[config.mk]
export PLATFORM = sky130hd
export DESIGN_NAME = mmio_timer
export DESIGN_NICKNAME = d
export VERILOG_FILES = /design/src/rtl/mmio_pkg.sv /design/src/rtl/mmio_prescaler.sv /design/src/rtl/mmio_timer.sv
export SDC_FILE = /design/constraint.sdc
export NUM_CORES = 1
export LEC_CHECK = 0
export ABC_AREA = 1
export ABC_CLOCK_PERIOD_IN_PS = 1650
export BUFFER_PORTS_ARGS = -buffer_cell sky130_fd_sc_hd__buf_4
export CORE_MARGIN = 2
export CORE_UTILIZATION = 50
export DETAILED_ROUTE_END_ITERATION = 10
export HOLD_SLACK_MARGIN = 0.15
export PLACE_DENSITY_LB_ADDON = 0.1
export SLEW_MARGIN = 30
export SYNTH_ARGS = -nofsm -noshare
export SYNTH_HDL_FRONTEND = slang
export SYNTH_HIERARCHICAL = 1
export SYNTH_SLANG_ARGS = --single-unit
[constraint.sdc]
create_clock -name clk -period 1.65 [get_ports clk]
set_input_delay 0.0825 -clock clk [delete_from_list [all_inputs] [get_ports clk]]
set_output_delay 0.0825 -clock clk [all_outputs]
set_load 0.02 [all_outputs]
[src/rtl/mmio_pkg.sv]
// Shared register map, bit positions and window decode for the memory-mapped timer.
// Latency: n/a (constants and a pure decode function). Backpressure: n/a.
// Consumed by mmio_timer and mmio_prescaler.
package mmio_pkg;

    localparam int WIN_ADDR_BITS = 5;
    localparam int PSC_W         = 16;

    // Register index = byte offset >> 2
    localparam logic [2:0] TMR_CTRL  = 3'd0;
    localparam logic [2:0] TMR_COUNT = 3'd1;
    localparam logic [2:0] TMR_CMP   = 3'd2;
    localparam logic [2:0] TMR_STAT  = 3'd3;
    localparam logic [2:0] TMR_PSC   = 3'd4;

    localparam int CTRL_EN       = 0;
    localparam int CTRL_AUTO_RLD = 1;
    localparam int CTRL_IRQ_EN   = 2;
    localparam int STAT_MATCH    = 0;

    function automatic logic window_hit(input logic [31:0] addr, input logic [31:0] base);
        return addr[31:WIN_ADDR_BITS] == base[31:WIN_ADDR_BITS];
    endfunction

endpackage

[src/rtl/mmio_prescaler.sv]
// Tick divider: one tick every (count+1) enabled cycles; instantiated under MMIO_TIMER_PRESCALE_EN.
// Latency: tick is combinational from the divider state. Backpressure: none, free-running.
// Disabled holds the divider at 0; load restarts it at 0.
module mmio_prescaler
    import mmio_pkg::*;
(
    input  logic             clk,
    input  logic             reset,
    input  logic             enable,
    input  logic             load,
    input  logic [PSC_W-1:0] count,
    output logic             tick
);

    logic [PSC_W-1:0] div_q;

    assign tick = enable && (div_q == count);

    always_ff @(posedge clk or posedge reset) begin
        if (reset) begin
            div_q <= '0;
        end else if (!enable || load || tick) begin
            div_q <= '0;
        end else begin
            div_q <= div_q + 1'b1;
        end
    end

endmodule

[src/rtl/mmio_timer.sv]
// MMIO timer/compare peripheral with auto-reload and level irq; prescaler under MMIO_TIMER_PRESCALE_EN.
// Latency: reads combinational (0 cycles); writes visible the cycle after the store edge.
// Backpressure: none, every bus access completes in its own cycle.
module mmio_timer
    import mmio_pkg::*;
#(
    parameter logic [31:0] BASE_ADDR = 32'h0000_FF00,
    parameter logic [31:0] RESET_CMP = 32'hFFFF_FFFF
)(
    input  logic        clk,
    input  logic        reset,
    input  logic [31:0] read_address,
    input  logic [31:0] write_address,
    input  logic [31:0] write_data,
    input  logic        mem_write,
    output logic [31:0] read_data,
    output logic        rd_hit,
    output logic        irq
);

    logic [2:0]  ctrl_q;
    logic [31:0] count_q;
    logic [31:0] cmp_q;
    logic        match_q;
    logic        tick;
    logic        is_match;
    logic        wr_en;
    logic [2:0]  wr_idx;
    logic [2:0]  rd_idx;

    // Byte lanes are not decoded; low address bits are accepted and dropped
    logic unused_addr_bits;
    assign unused_addr_bits = ^{read_address[1:0], write_address[1:0]};

    assign wr_en  = mem_write && window_hit(write_address, BASE_ADDR);
    assign wr_idx = write_address[WIN_ADDR_BITS-1:2];
    assign rd_hit = window_hit(read_address, BASE_ADDR);
    assign rd_idx = read_address[WIN_ADDR_BITS-1:2];

`ifdef MMIO_TIMER_PRESCALE_EN
    logic [PSC_W-1:0] psc_q;
    logic             psc_wr;

    assign psc_wr = wr_en && (wr_idx == TMR_PSC);

    always_ff @(posedge clk or posedge reset) begin
        if (reset) begin
            psc_q <= '0;
        end else if (psc_wr) begin
            psc_q <= write_data[PSC_W-1:0];
        end
    end

    mmio_prescaler u_prescaler (
        .clk    (clk),
        .reset  (reset),
        .enable (ctrl_q[CTRL_EN]),
        .load   (psc_wr),
        .count  (psc_q),
        .tick   (tick)
    );
`else
    assign tick = ctrl_q[CTRL_EN];
`endif

    // Compare uses the pre-edge count, so a match still registers when the CPU overwrites COUNT
    assign is_match = tick && (count_q == cmp_q);

    always_ff @(posedge clk or posedge reset) begin
        if (reset) begin
            ctrl_q  <= '0;
            count_q <= '0;
            cmp_q   <= RESET_CMP;
            match_q <= 1'b0;
        end else begin
            if (wr_en && (wr_idx == TMR_CTRL)) begin
                ctrl_q <= write_data[2:0];
            end
            if (wr_en && (wr_idx == TMR_CMP)) begin
                cmp_q <= write_data;
            end
            if (wr_en && (wr_idx == TMR_COUNT)) begin
                count_q <= write_data;
            end else if (tick) begin
                count_q <= (is_match && ctrl_q[CTRL_AUTO_RLD]) ? 32'd0 : count_q + 32'd1;
            end
            // Set has priority over write-one-to-clear
            if (is_match) begin
                match_q <= 1'b1;
            end else if (wr_en && (wr_idx == TMR_STAT) && write_data[STAT_MATCH]) begin
                match_q <= 1'b0;
            end
        end
    end

    assign irq = match_q && ctrl_q[CTRL_IRQ_EN];

    always_comb begin
        read_data = 32'd0;
        if (rd_hit) begin
            case (rd_idx)
                TMR_CTRL:  read_data = {29'd0, ctrl_q};
                TMR_COUNT: read_data = count_q;
                TMR_CMP:   read_data = cmp_q;
                TMR_STAT:  read_data = {31'd0, match_q};
`ifdef MMIO_TIMER_PRESCALE_EN
                TMR_PSC:   read_data = {{(32-PSC_W){1'b0}}, psc_q};
`endif
                default:   read_data = 32'd0;
            endcase
        end
    end

endmodule
# Word level (Yosys, flattened, before mapping)

Cells that the tools add are included.

Logic and storage cells: 34
Input bits: 99
Bits in registers: 68
Output and inout port bits: 34

Reductions and logical operators: 13
Add/sub/neg operators: 1
Mux-type cells: 7
Equal/unequal tests: 9

Operators with widths:

| operator                                                           | count |
|---|---|
| 32-bit two-way mux                                                 | 4 |
| 32-bit one-hot mux with 4 select lines                             | 1 |
| 27-bit by 11-bit == test with 1-bit output (second input constant) | 2 |
| 32-bit by 1-bit adder with 32-bit output (second input constant)   | 1 |
| 32-bit == test                                                     | 1 |
| 3-bit by 2-bit == test with 1-bit output (second input constant)   | 4 |
| 1-bit logical AND                                                  | 9 |
| 3-bit by 1-bit == test with 1-bit output (second input constant)   | 2 |
| 3-bit logical NOT                                                  | 2 |
| 2-bit nonzero test                                                 | 2 |
| 1-bit two-way mux                                                  | 2 |

# Depth between registers and ports, before layout

Gate-level depths: netlist (run 1).

Depth after elaboration: 6
Mapped depth: 13
Gate-level depth less buffers: 12

# Worst setup path before layout (run 1)

Ideal clock, no wire load.

Path type: input port to output port
From: in read_address[20]
To: out read_data[24]
Stages: 7
Arrival: 1.610 ns
Path slack: -0.042 ns
Path through: nor2_1 nand2_1 nor4_1 nor2b_1 nand2_1 clkbuf_1 a21oi_1

Longest elaborated chain between the ends: 2

Ends and longest elaborated chain:

| item                                       | line              | RTL |
|---|---|---|
| from (decl)                                | mmio_timer.sv:12  | `input logic [31:0] read_address,` |
| 27-bit by 11-bit == test with 1-bit output | mmio_pkg.sv:22    | `return addr[31:WIN_ADDR_BITS] == base[31:WIN_ADDR_BITS];` |
| via rd_hit                                 | mmio_timer.sv:17  | `output logic rd_hit,` |
| 32-bit two-way mux                         | mmio_timer.sv:100 | `if (rd_hit) begin` |
| to (decl)                                  | mmio_timer.sv:16  | `output logic [31:0] read_data,` |

The timed path passes the listed nets, and every way through them passes these cells.

# Worst setup path after layout (run 1)

From: reg count_q[1]
To: reg count_q[4]

Longest elaborated chain between the ends: 6
Elaborated cells between the ends (all ways): 7
Those cells by class: add/sub (1); eq/ne (1); mux (3); reduce/logical (2)

Ends and longest elaborated chain:

| item                                                                             | line             | RTL |
|---|---|---|
| from (decl)                                                                      | mmio_timer.sv:22 | `logic [31:0] count_q;` |
| from (signal assigned)                                                           | mmio_timer.sv:83 | `count_q <= write_data;` |
| from (signal assigned)                                                           | mmio_timer.sv:85 | `count_q <= (is_match && ctrl_q[CTRL_AUTO_RLD]) ? 32'd0 : count_q + 32'd1;` |
| branches (longest 3 deep; another with 32-bit by 1-bit adder with 32-bit output) | -                |  |
| 32-bit two-way mux *                                                             | mmio_timer.sv:85 |  |
| 32-bit two-way mux *                                                             | mmio_timer.sv:84 | `end else if (tick) begin` |
| 32-bit two-way mux *                                                             | mmio_timer.sv:82 | `if (wr_en && (wr_idx == TMR_COUNT)) begin` |

Mark *: on every way between the ends. The select of a mux whose other input is x is not followed.
A chain may end at the register's enable or synchronous reset.

==> results.sh, run 1 <==
export IMPL_status="finished, violations left"
export IMPL_violations="negative setup slack"
export IMPL_p_per_area_nw_per_um2=410.4
export IMPL_rows=38
export IMPL_place_hpwl_um=13900
export IMPL_root_buffer="clkbuf_8"
export IMPL_max_stage_delay_ps=460
export IMPL_antenna_found_initial=0
export IMPL_final_layout_size_suffix_gt1_share_pct=39.21
export IMPL_clk_latency_ps=360
export IMPL_clk_path_buf_depth=2
export IMPL_worst_slack_ps=-165.6
export IMPL_nNetsFinal=1258
export IMPL_vias=7019
export IMPL_synthXorXnorAreaFrac_pct=4.540
export IMPL_maxSlewViolCount=0
export IMPL_grt_usage_pct=32.17
export IMPL_synth_cell_type_count=43
export IMPL_synth_compound_area_share_pct=11.07
export IMPL_place_ws_ps=-176.7
export IMPL_rsz0062_at_grt="true"
export IMPL_max_vdd_ir_drop_mv=0.4509
export IMPL_async_flop_share_pct=100.0
export IMPL_postSynthAreaPerCell_um2=6.314
export IMPL_synth_top_family_by_area="simple AND/OR/NAND/NOR gates"
export IMPL_tns_ps=-3777
export IMPL_syn_to_final_growth_pct=53.72
export IMPL_grt_ovfl_total=0
export IMPL_drc=0
export IMPL_slowest_stage="dfrtp_2"
export IMPL_cp_startpoint="count_q[1]"
export IMPL_clock_sinks=68
export IMPL_tritoncts="yes"
export IMPL_layout_min_cycle_time_ps=1816
export IMPL_antennaDiodeCount=0
export IMPL_ys_seq_area_share_pct=31.13
export IMPL_path_max_fanout=8
export IMPL_viasPerCell=5.387
export IMPL_worstReg2RegStart="count_q[1]"
export IMPL_fillers=839
export IMPL_synth_top_flop_cell="dfrtp_1"
export IMPL_routabilityCongestion=0.9592
export IMPL_arrival_ps=2070
export IMPL_yosysWarnings=6
export IMPL_hp_start="write_address[3]"
export IMPL_start_kind="register"
export IMPL_end_kind="register"
export IMPL_wire_per_inst_um=15.61
export IMPL_grt_pass1_vias=6277
export IMPL_path_common_cell="nand3b_1"
export IMPL_synth_edf_count=0
export IMPL_layout_common_cells="buf_4 (261), nand2_1 (192), inv_1 (116), nand3_1 (89), nor2_1 (67)"
export IMPL_hold_violations=0
export IMPL_max_slew_margin_rel_pct=55.76
export IMPL_synth_nets=986
export IMPL_firstDrtPassIters=6
export IMPL_p_leak_nw=4.062
export IMPL_max_freq_mhz=550.8
export IMPL_crit_type="reg2reg"
export IMPL_synth_seq_cells=68
export IMPL_fin_crit_sh_pct=110.0
export IMPL_syn_area_um2=5594
export IMPL_first_iter_violations=608
export IMPL_drt_wl_total_um=20340
export IMPL_io_buffers=128
export IMPL_synthMuxAreaShare_pct=0
export IMPL_hp_class="in2reg"
export IMPL_ioPinCount=133
export IMPL_cp_required_ps=1900
export IMPL_final_common_cell="buf_4"
export IMPL_dieWidth_um=109.8
export IMPL_htree_levels=3
export IMPL_start_util_pct=51.38
export IMPL_die_y_um=109.8
export IMPL_final_antenna_net_count=0
export IMPL_numCtsBuffers=9
export IMPL_grt_pass1_wl_um=30080
export IMPL_finClkSkew_ps=11.72
export IMPL_utilization_pct=78.98
export IMPL_cap_violations=0
export IMPL_crit_chain="buf_4 > nand2_2 > nand3_1 > nor3_2 > nand3b_1 > nor2_4 > nand3_4 > nand3b_1 > nand2_1"
export IMPL_setup_viol=33
export IMPL_core_area_um2=10890
export IMPL_grt_max_degree=39
export IMPL_clk_pin_slew_ps=90
export IMPL_fp_dieArea_um2=12050
export IMPL_netlist_instances=886
export IMPL_synth_simple_gate_area_share_pct=40.04
export IMPL_synth_fa_ha_area_share_pct=0.2237
export IMPL_max_slew_worst_pin_slew_ps=662.6
==> metrics by stage <==
| step | area [µm²] | hold slack [ps] | instances | total power [mW] |
|---|---|---|---|---|
| 5_1_grt | 8600 | 158.5 | 1303 | 3.635 |
| 3_3_place_gp | 7503 | 154.0 | 1234 | 2.029 |
| 6_report | 8600 | 161.6 | 1303 | 3.530 |
| 4_1_cts | 8208 | 157.0 | 1289 | 3.514 |
| 2_1_floorplan | 5600 | 196.5 | 886 | 1.796 |
| 3_5_place_dp | 7503 | 162.6 | 1234 | 2.032 |
==> final cells by class <==
| class | count | area [µm²] | area share [%] |
|---|---|---|---|
| Clock buffer | 10 | 137.6 | 1.600 |
| Clock inverter | 6 | 63.81 | 0.7420 |
| Inverter | 136 | 519.2 | 6.038 |
| Multi-Input combinational cell | 638 | 3511 | 40.83 |
| Sequential cell | 68 | 1753 | 20.38 |
| Tap cell | 140 | 175.2 | 2.037 |
| Timing Repair Buffer | 305 | 2440 | 28.37 |
==> Yosys cell counts (7+ instances only) <==
cell type,number,area (µm²)
xnor2_1,7,61.31
nor2_1,75,281.5
nor2_2,8,50.05
o21ai_0,68,340.3
nor3_1,19,95.09
buf_2,10,50.05
nand3b_1,10,75.07
nand3_1,108,540.5
xor2_1,22,192.7
dfrtp_1,36,900.9
clkbuf_1,22,82.58
inv_1,127,476.7
a21oi_1,37,185.2
inv_2,9,33.78
o21ai_1,7,35.03
nand4_1,20,125.1
nand2_1,215,807.0
dfstp_2,32,840.8
==> path summary, 6_finish.rpt <==
kind,endpoint,slack (ps),cells after the start
min in group asynchronous,match_q,350,3
max in group asynchronous,cmp_q[10],730,4
min reg2reg,cmp_q[22],510,2
max,count_q[4],-170,9
min,match_q,160,3
max reg2reg,count_q[4],-170,9
==> logic make-up after synthesis <==
group / after synthesis
compound gates: 120
xor+xnor: 29
fa+ha+maj: 1
buf+inv: 181
flops: 68
simple gates: 487
==> critical path: cells and delay by family (launching register included) <==
kind / cells / cell delay (ps)
DFF: 1 / 460
buffers and inverters: 1 / 160
and+or+nand+nor: 8 / 1100
==> metal layers <==
layer | global-route usage, % | vias to the layer above | wire length (µm)
met5 | 0 | - | 0
li1 | - | 3360 | -
met4 | 12.03 | 0 | 639
met3 | 4.505 | 60 | 1489
met1 | 40.83 | 3255 | 8323
met2 | 55.51 | 344 | 9886
==> sequential cells by signal, indices dropped and copies added (netlist names) <==
name and flops:
cmp_q 32, ctrl_q 3, match_q 1, count_q 32
==> timing repair <==
item,in CTS,in global routing
buffers inserted,6,16
pin swaps,9,56
resized for setup,30,87
endpoints found under the hold margin,112,0
gates cloned,1,0
setup endpoints to repair,33,37
hold buffers,33,0
==> power breakdown <==
group          switching, mW  internal [mW]
sequential       0.000000142           1.67
clock                  0.719          0.737
combinational          0.175          0.229
total                  0.894           2.64
Note: power is estimated with default switching activity, not from simulation.
==> run 2: changes to the inputs <==
--- a/config.mk
+++ b/config.mk
@@ -8,11 +8,14 @@
 export ABC_AREA = 1
 export ABC_CLOCK_PERIOD_IN_PS = 1650
 export BUFFER_PORTS_ARGS = -buffer_cell sky130_fd_sc_hd__buf_4
+export CELL_PAD_IN_SITES_DETAIL_PLACEMENT = 0
+export CELL_PAD_IN_SITES_GLOBAL_PLACEMENT = 1
 export CORE_MARGIN = 2
-export CORE_UTILIZATION = 50
+export CORE_UTILIZATION = 34
 export DETAILED_ROUTE_END_ITERATION = 10
 export HOLD_SLACK_MARGIN = 0.15
 export PLACE_DENSITY_LB_ADDON = 0.1
+export RECOVER_POWER = 50
 export SLEW_MARGIN = 30
 export SYNTH_ARGS = -nofsm -noshare
 export SYNTH_HDL_FRONTEND = slang
==> run 2 against run 1 <==
  * The flow still finishes with violations (negative setup slack)
  * Highest routed layer unchanged
  * Critical path depth stayed put
  * Final cell count is 5.5% higher
  * Sequential share of layout area hardly changed
  * Flip-flop and latch count stayed put
  * Clock power is 21% higher
  * Non-clock buffer count is 2 lower
==> results.sh, run 2 (synthesis gave the netlist of run 1 again) <==
export IMPL_first_iter_violations=406
export IMPL_violations="negative setup slack"
export IMPL_root_buffer="clkbuf_16"
export IMPL_vias=6558
export IMPL_max_slew_margin_rel_pct=31.76
export IMPL_clk_path_buf_depth=2
export IMPL_layout_cells_non_filler=1375
export IMPL_clk_latency_ps=340
export IMPL_p_per_area_nw_per_um2=447.1
export IMPL_core_area_um2=16000
export IMPL_maxSlewViolCount=0
export IMPL_firstDrtPassIters=5
export IMPL_grt_usage_pct=24.10
export IMPL_nNetsFinal=1256
export IMPL_dp_cells=1322
export IMPL_syn_to_final_growth_pct=53.68
export IMPL_dieWidth_um=132.3
export IMPL_start_util_pct=34.96
export IMPL_routabilityCongestion=0.8846
export IMPL_max_slew_worst_pin_slew_ps=1024
export IMPL_numCtsBuffers=9
export IMPL_p_leak_nw=4.055
export IMPL_die_y_um=132.3
export IMPL_htree_levels=3
export IMPL_antenna_found_initial=0
export IMPL_crit_type="reg2reg"
export IMPL_reg_largest_list="cmp_q: 32 flops, count_q: 32 flops, ctrl_q: 3 flops"
export IMPL_tritoncts="yes"
export IMPL_place_hpwl_um=15210
export IMPL_clock_sinks=68
export IMPL_path_max_fanout=8
export IMPL_worst_slack_ps=-127.7
export IMPL_end_kind="register"
export IMPL_grt_ovfl_total=0
export IMPL_tns_ps=-3509
export IMPL_finClkSkew_ps=5.964
export IMPL_cap_violations=0
export IMPL_status="finished, violations left"
export IMPL_arrival_ps=2010
export IMPL_final_common_cell="buf_4"
export IMPL_rows=46
export IMPL_hp_class="in2reg"
export IMPL_max_stage_delay_ps=530
export IMPL_grt_pass1_vias=6368
export IMPL_grt_pass1_wl_um=33490
export IMPL_fp_dieArea_um2=17500
export IMPL_rsz0062_at_grt="true"
export IMPL_layout_common_cells="buf_4 (259), nand2_1 (199), inv_1 (121), nand3_1 (103), nor2_1 (68)"
export IMPL_viasPerCell=4.769
export IMPL_drc=0
export IMPL_start_kind="register"
export IMPL_final_antenna_net_count=0
export IMPL_fin_crit_sh_pct=107.7
export IMPL_io_buffers=128
export IMPL_path_buf_inv=1
export IMPL_final_layout_size_suffix_gt1_share_pct=36.07
export IMPL_wire_per_inst_um=15.08
export IMPL_utilization_pct=53.73
export IMPL_crit_chain="inv_2 > nand2_2 > nand2_2 > nor3_2 > nand3b_1 > nor2_4 > nand3_4 > nand3b_1 > nand2_1"
export IMPL_clk_pin_slew_ps=60
export IMPL_setup_viol=33
export IMPL_ioPinCount=133
export IMPL_max_vdd_ir_drop_mv=0.4473
export IMPL_hold_violations=0
export IMPL_critPathTopFamily="simple AND/OR/NAND/NOR gates"
export IMPL_drt_wl_total_um=20740
export IMPL_slowest_stage="dfstp_2"
export IMPL_layout_min_cycle_time_ps=1778
export IMPL_antennaDiodeCount=0
export IMPL_grt_max_degree=69
export IMPL_fin_total_pwr_mw=3.843
export IMPL_cp_required_ps=1880
export IMPL_max_freq_mhz=562.5
-- run 2: changes by cell type in the layout (fill, tap and decap cells not counted), sizes merged --
cell         before  now
buf             272  267
clkbuf           10   13
clkinvlp          3    1
bufinv            1    0
dlygate4sd3      33   34
-- run 2: per-stage QoR --
stage	setup slack [ps]	area (µm²)	hold slack, ps
5_1_grt	-239.2	8597	211.8
4_1_cts	-135.9	8406	166.9
3_5_place_dp	-292.0	7701	232.6
6_report	-127.7	8597	194.6
3_3_place_gp	-279.3	7701	227.7
2_1_floorplan	54.21	5600	196.5
-- run 2: path summary, 6_finish.rpt --
kind | from | end | cells after the start | slack (ps)
worst min-delay path | write_address[4] | match_q | 4 | 190
max in group asynchronous | reset | count_q[13] | 4 | 250
worst min register to register | cmp_q[1] | cmp_q[1] | 2 | 500
worst max register to register | cmp_q[2] | count_q[26] | 9 | -130
worst max-delay path | cmp_q[2] | count_q[26] | 9 | -130
min in group asynchronous | reset | count_q[28] | 4 | 670
-- run 2: worst reg2reg max path: cells and delay by family, from the launching register on --
family        cells  cell delay [ps]
simple gates      8             1110
buf+inv           1               40
flops             1              530
-- run 2: report_power, final --
| part | switching [mW] | total, mW | internal, mW | leakage [nW] |
|---|---|---|---|---|
| clock | 0.740 | 1.77 | 1.03 | 0.131 |
| combinational | 0.176 | 0.397 | 0.222 | 3.10 |
| sequential | 0.000000118 | 1.67 | 1.67 | 0.821 |
| total | 0.916 | 3.84 | 2.93 | 4.06 |
-- run 2: cell type report --
class                           count  area (µm²)
Fill cell                        1689        7403
Tap cell                          216       270.3
Clock inverter                      3       15.01
Sequential cell                    68        1750
Inverter                          136       514.2
Clock buffer                       11       242.7
Multi-Input combinational cell    638        3379
Timing Repair Buffer              303        2425
-- run 2: what timing repair did --
action                                 CTS  global route
setup endpoints to repair               34            64
hold buffers                            34             0
buffers inserted                         2             3
pin swaps                               11            32
endpoints found under the hold margin   99             0
gates resized for setup                 28            49
cloned                                   1             0
-- run 2: routing by layer --
layer | vias to the layer above | part of all wire (%) | track usage, %
li1 | 3366 | - | -
met1 | 2999 | 47 | 32.71
met2 | 165 | 47 | 39.61
met3 | 28 | 4.8 | 3.806
met4 | 0 | 1.7 | 7.228
met5 | - | 0 | 0
